$ cat src/rtl/abs_clip_pwm.sv
// abs_clip_pwm: rectify and clip a signed sample stream, then use it to set the duty of a fixed-period PWM clock
module abs_clip_pwm #(
  parameter int DATA_W = 16,
  parameter int PERIOD = 1000,
  parameter int LOWER  = 1638,
  parameter int UPPER  = 29491
) (
  input  logic              clk,
  input  logic              rst_n,
  input  logic [DATA_W-1:0] in_data,
  input  logic              in_valid,
  output logic [DATA_W-2:0] y,
  output logic [DATA_W-2:0] x,
  output logic              clk_out,
  output logic              period_start
);
  localparam int CW = $clog2(PERIOD + 1);
  localparam int PW = DATA_W - 1 + CW;
  localparam logic [DATA_W-2:0] LO  = (DATA_W-1)'(LOWER);
  localparam logic [DATA_W-2:0] HI  = (DATA_W-1)'(UPPER);
  localparam logic [DATA_W-2:0] MAX = {(DATA_W-1){1'b1}};
  localparam logic [CW-1:0]     LAST = CW'(PERIOD - 1);
  localparam logic [PW-1:0]     PER  = PW'(PERIOD);
  logic [DATA_W-1:0] neg;
  logic [DATA_W-2:0] y_q, y_d, x_q, x_d;
  logic [CW-1:0]     cnt_q, cnt_d, hi_reg_q, hi_reg_d, hi;
  logic              clk_out_q, clk_out_d, period_start_q, period_start_d;
  // Next-state: rectify with saturation, clip, free-running counter, per-period duty latch, PWM compare
  always_comb begin
    neg            = -in_data;
    y_d            = !in_valid ? y_q :
                     !in_data[DATA_W-1] ? in_data[DATA_W-2:0] :
                     neg[DATA_W-1] ? MAX : neg[DATA_W-2:0];
    x_d            = (y_q < LO) ? LO : (y_q > HI) ? HI : y_q;
    hi             = CW'((PW'(x_q) * PER) >> (DATA_W - 1));
    cnt_d          = (cnt_q == LAST) ? '0 : cnt_q + 1'b1;
    hi_reg_d       = (cnt_q == LAST) ? hi : hi_reg_q;
    clk_out_d      = cnt_q < hi_reg_q;
    period_start_d = cnt_q == '0;
  end
  // State registers, all cleared asynchronously
  always_ff @(posedge clk or negedge rst_n) begin
    if (!rst_n) begin
      y_q            <= '0;
      x_q            <= '0;
      cnt_q          <= '0;
      hi_reg_q       <= '0;
      clk_out_q      <= 1'b0;
      period_start_q <= 1'b0;
    end else begin
      y_q            <= y_d;
      x_q            <= x_d;
      cnt_q          <= cnt_d;
      hi_reg_q       <= hi_reg_d;
      clk_out_q      <= clk_out_d;
      period_start_q <= period_start_d;
    end
  end
  assign y            = y_q;
  assign x            = x_q;
  assign clk_out      = clk_out_q;
  assign period_start = period_start_q;
endmodule

$ cat config.mk
export PLATFORM = sky130hd
export DESIGN_NAME = abs_clip_pwm
export DESIGN_NICKNAME = d
export VERILOG_FILES = /design/src/rtl/abs_clip_pwm.sv
export SDC_FILE = /design/constraint.sdc
export NUM_CORES = 1
export LEC_CHECK = 0
export ABC_AREA = 1
export ABC_CLOCK_PERIOD_IN_PS = 4550
export CELL_PAD_IN_SITES_DETAIL_PLACEMENT = 1
export CELL_PAD_IN_SITES_GLOBAL_PLACEMENT = 1
export CORE_ASPECT_RATIO = 1.25
export CORE_MARGIN = 10
export CORE_UTILIZATION = 45
export CTS_BUF_LIST = sky130_fd_sc_hd__clkbuf_4
export DETAILED_ROUTE_END_ITERATION = 10
export GPL_TIMING_DRIVEN = 0
export PLACE_DENSITY_LB_ADDON = 0.1
export SYNTH_ARGS = -nofsm -noshare
export SYNTH_HDL_FRONTEND = slang
export SYNTH_SLANG_ARGS = --single-unit
$ cat constraint.sdc
create_clock -name clk -period 4.55 [get_ports clk]
set_clock_uncertainty 0.2 [all_clocks]
set_input_delay 1.1375 -clock clk [delete_from_list [all_inputs] [get_ports clk]]
set_output_delay 1.1375 -clock clk [all_outputs]
set_load 0.01 [all_outputs]
After elaboration in Yosys (flattened, before gate mapping)
Index checks and enable logic that the tools add are counted.
Cells by class
  $add $sub $neg: 2
  multiply operators: 1
  $lt $le $gt $ge: 3
  equality and inequality tests: 1
  multiplexer cells: 5
  reduce and logical (&&, ||, !) cells: 1
Operator list (number)
  two-way mux 15 bit: 4
  multiplier 15 x 7 -> 22 bit (second input constant): 1
  negation 16 bit: 1
  > comparator 15 bit (second input constant): 1
  less-than comparator 15 x 11 -> 1 bit (second input constant): 1
  adder 10 x 1 -> 10 bit (second input constant): 1
  == test 10 bit (second input constant): 1
  logical NOT 10 bit: 1
  less-than comparator 10 bit: 1
  two-way mux 10 bit: 1
Storage, ports and cells
  register bits: 52
  bits of input ports: 19
  output and inout bits: 32
  logic and storage cells: 19

Depth between registers and ports, before layout
  depth after elaboration: 3
  depth in mapped cells: 18
  gate-level depth less buffers: 18

Worst setup path before layout
Ideal clock, no wire load.
  path kind: register -> register
  from: register x_q[7], in the netlist x[7]
  to: register hi_reg_q[8]
  setup time: 0.117 ns
  arrival: 3.662 ns
  data required time: 4.233 ns
  path slack: 0.571 ns
  cell stages (with the launch flop): 15
  path buffers: 0
  clock period less this slack: 3.979 ns
  cell sequence: dfrtp_1 -> inv_1 -> fa_1 -> fa_1 -> fa_1 -> fa_1 -> inv_1 -> ha_1 -> a21oi_1 -> o21a_1 -> nor2_1 -> nor2_1 -> nand3b_1 -> nand3_1 -> nand2_1
Between the ends
  word-level cells in the longest chain between the ends: 1
Ends and longest elaborated chain
  from (decl): RTL line 25  | logic [DATA_W-2:0] y_q, y_d, x_q, x_d;
  from (signal assigned): RTL line 45  | x_q <= '0;
  from (signal assigned): RTL line 52  | x_q <= x_d;
  multiplier 15 x 7 -> 22 bit: RTL line 35  | hi = CW'((PW'(x_q) * PER) >> (DATA_W - 1));
  to (signal assigned): RTL line 54  | hi_reg_q <= hi_reg_d;
  to (decl): RTL line 26  | logic [CW-1:0] cnt_q, cnt_d, hi_reg_q, hi_reg_d, hi;
No other way between the ends.
A chain may end at the register's enable or synchronous reset.

Worst setup path after layout
  from: register x_q[8], in the netlist x[8]
  to: register hi_reg_q[7]
Same word-level chain as after synthesis.

==> impl_metrics.env <==
export IMPL_max_clock_path_buffers=2
export IMPL_critPathCapture="hi_reg_q[7]"
export IMPL_dr_pass1_iters=4
export IMPL_gp_congestion=0.8462
export IMPL_critPathMaxFanout=5
export IMPL_stdcell_area_sq_um=6131
export IMPL_maxSlewHeadroom=0.6713
export IMPL_fp_dieArea_sq_um=16590
export IMPL_cts_root_buf="clkbuf_4"
export IMPL_synth_area_per_cell_sq_um=8.320
export IMPL_place_area_sq_um=6023
export IMPL_clock_latency_ps=380
export IMPL_drt_total_wl_mm=13.80
export IMPL_syn_nets=768
export IMPL_required_ps=4650
export IMPL_hold_viol_final=0
export IMPL_cts_buffers=5
export IMPL_io_pins=51
export IMPL_synth_most_common_cell="inv_1"
export IMPL_period_needed_ps=4282
export IMPL_critPathArrivalTime_ps=4380
export IMPL_period_share=0.9410
export IMPL_tns_ps=0
export IMPL_async_flop_share=1.000
export IMPL_cts_tree="done"
export IMPL_netlist_area_leader_share=0.2448
export IMPL_start_util=0.4577
export IMPL_place_ws_ps=101.0
export IMPL_synth_seq_area_share=0.2448
export IMPL_rr_startpoint="x[8]"
export IMPL_vias_per_cell=5.016
export IMPL_maxCapViolCount=0
export IMPL_synthTopCellsByCount="141 x inv_1, 107 x nand2_1, 61 x ha_1"
export IMPL_grt_pass1_wl_mm=23.89
export IMPL_grt_antenna_before_repair=1
export IMPL_coreArea_sq_um=11620
export IMPL_hold_class="reg -> reg"
export IMPL_cts_hold_buf=0
export IMPL_r2r_end="hi_reg_q[7]"
export IMPL_ys_warnings_count=0
export IMPL_drv_slew=0
export IMPL_drive_above_1_share=0.07582
export IMPL_portBuffers=49
export IMPL_status="finished clean"
export IMPL_nets=827
export IMPL_dp_hpwl_mm=11.99
export IMPL_detail_route_antenna_nets=0
export IMPL_clk_pin_slew_worst_paths_ps=160
export IMPL_wl_per_cell_um=16.02
export IMPL_ys_seq_elements=52
export IMPL_htree_levels=2
export IMPL_dieWidth_um=117.2
export IMPL_critPathSlowestCell="fa_1"
export IMPL_critPathMaxStageDelay_ps=580
export IMPL_netlist_area_sq_um=5316
export IMPL_fin_ws_ps=268.5
export IMPL_area_growth_pct=15.32
export IMPL_die_h_um=141.5
export IMPL_cp_startpoint="x[8]"
export IMPL_r2r_cells=16
export IMPL_cp_cell_sequence="fa_1 > inv_1 > fa_1 > inv_1 > fa_1 > fa_1 > ha_1 > nand2_1 > nor2_1 > inv_1 > nor3_1 > nand2_1 > nand2_1 > nand2_1 > nand3_1 > nand2_1"
export IMPL_rows=44
export IMPL_clock_sinks=52
export IMPL_max_freq_mhz=233.6
export IMPL_synth_top_area_cell="dfrtp_1"
export IMPL_drc_errors=0
export IMPL_start_kind="flip-flop"
export IMPL_setup_violations=0
export IMPL_tightest_slew_ps=488.6
export IMPL_drt_iter0_markers=165
export IMPL_vias=4319
export IMPL_layout_cells_non_filler=861
export IMPL_multi_input_area_sq_um=3405
export IMPL_grt_max_degree=40
export IMPL_cpMostUsedCell="nand2_1"
export IMPL_reg2reg_setup_slack_ps=270
export IMPL_worstSetupPathType="reg -> reg"
export IMPL_grt_overflow_total=0
export IMPL_min_delay_start="hi_reg_q[1]"
export IMPL_synth_edf_count=0
export IMPL_grt_usage=0.1785
export IMPL_synth_cell_types=42
export IMPL_place_inst=850
export IMPL_yosys_top_cells_area="dfrtp_1 24%, fa_1 18%, ha_1 14%, inv_1 10%, nand2_1 7.6%"
export IMPL_seqCellArea_sq_um=1308
export IMPL_fill_cells=1433
export IMPL_critical_path_endpoint_type="flip-flop"
export IMPL_syn_instance_count=639
export IMPL_grt_pass1_vias=4960
export IMPL_synthFlopType="dfrtp_1"
==> metrics by stage <==
| stage | hold WS, ps | util |
|---|---|---|
| detailed placement | 270.2 | 0.5185 |
| global placement | 267.1 | 0.5172 |
| floorplan | 249.0 | - |
| CTS | 313.7 | 0.5254 |
| global route | 323.3 | 0.5278 |
| finish | 311.0 | 0.5278 |
==> kinds of logic after synthesis <==
| group | synth area share |
|---|---|
| and+or+nand+nor | 0.1817 |
| buffers and inverters | 0.1156 |
| DFF | 0.2448 |
| AOI/OAI and AO/OA | 0.1151 |
| adders and majority gates | 0.3281 |
| xor gates and xnor gates | 0.01483 |
==> cell type report <==
type	count	area share
Timing Repair Buffer	52	0.08490
Sequential cell	52	0.2133
Clock inverter	3	0.006939
Multi-Input combinational cell	429	0.5553
Buffer	7	0.007755
Clock buffer	5	0.006122
Inverter	151	0.09245
Antenna cell	1	0.0004082
Tap cell	161	0.03286
==> critical path, delay by kind of cell, from the launching register on <==
kind / cells / cell delay [ps]
AND/OR/NAND/NOR: 8 / 800
adder cells (fa/ha/maj): 5 / 2520
buffers and inverters: 3 / 200
flip-flops: 1 / 490
==> sequential cells by signal, summed over array words and instances (netlist names) <==
name	count
x	15
y	15
clk_out	1
period_start	1
cnt_q	10
hi_reg_q	10
==> layout by cell type, fill, tap and decap left out, types with 9 or more instances in the layout <==
cell type / instances
inv_1: 138
nand2_1: 107
ha_1: 61
fa_1: 49
clkdlybuf4s50_1: 48
dfrtp_1: 47
nor2_1: 44
a21oi_1: 38
nand3_1: 24
o21ai_0: 16
inv_2: 12
nor3_1: 12
o21ai_1: 12
nand4_1: 9
==> layer usage <==
| layer | track usage | vias to the layer above | wire length (um) |
|---|---|---|---|
| li1 | - | 2128 | - |
| met1 | 0.2075 | 2145 | 5827 |
| met2 | 0.3348 | 38 | 7538 |
| met3 | 0.02152 | 8 | 283 |
| met4 | 0.03977 | 0 | 148 |
| met5 | 0 | - | 0 |
==> worst min path at each step <==
stage / to / slack [ps] / depth (start not counted)
2_1_floorplan: hi_reg_q[1] / 250 / 2
3_3_place_gp: hi_reg_q[1] / 270 / 2
3_5_place_dp: hi_reg_q[7] / 270 / 2
4_1_cts: hi_reg_q[4] / 310 / 2
5_1_grt: hi_reg_q[7] / 320 / 2
6_report: hi_reg_q[1] / 310 / 2
==> timing repair <==
action                                  in CTS  in global routing
gates resized for setup                      0                 10
buffers inserted                             0                  2
endpoints found under the setup margin       0                  9
Power is left out: the tool's default activity adds up to more than one toggle a clock period on the data nets, which glitch-free logic cannot reach.
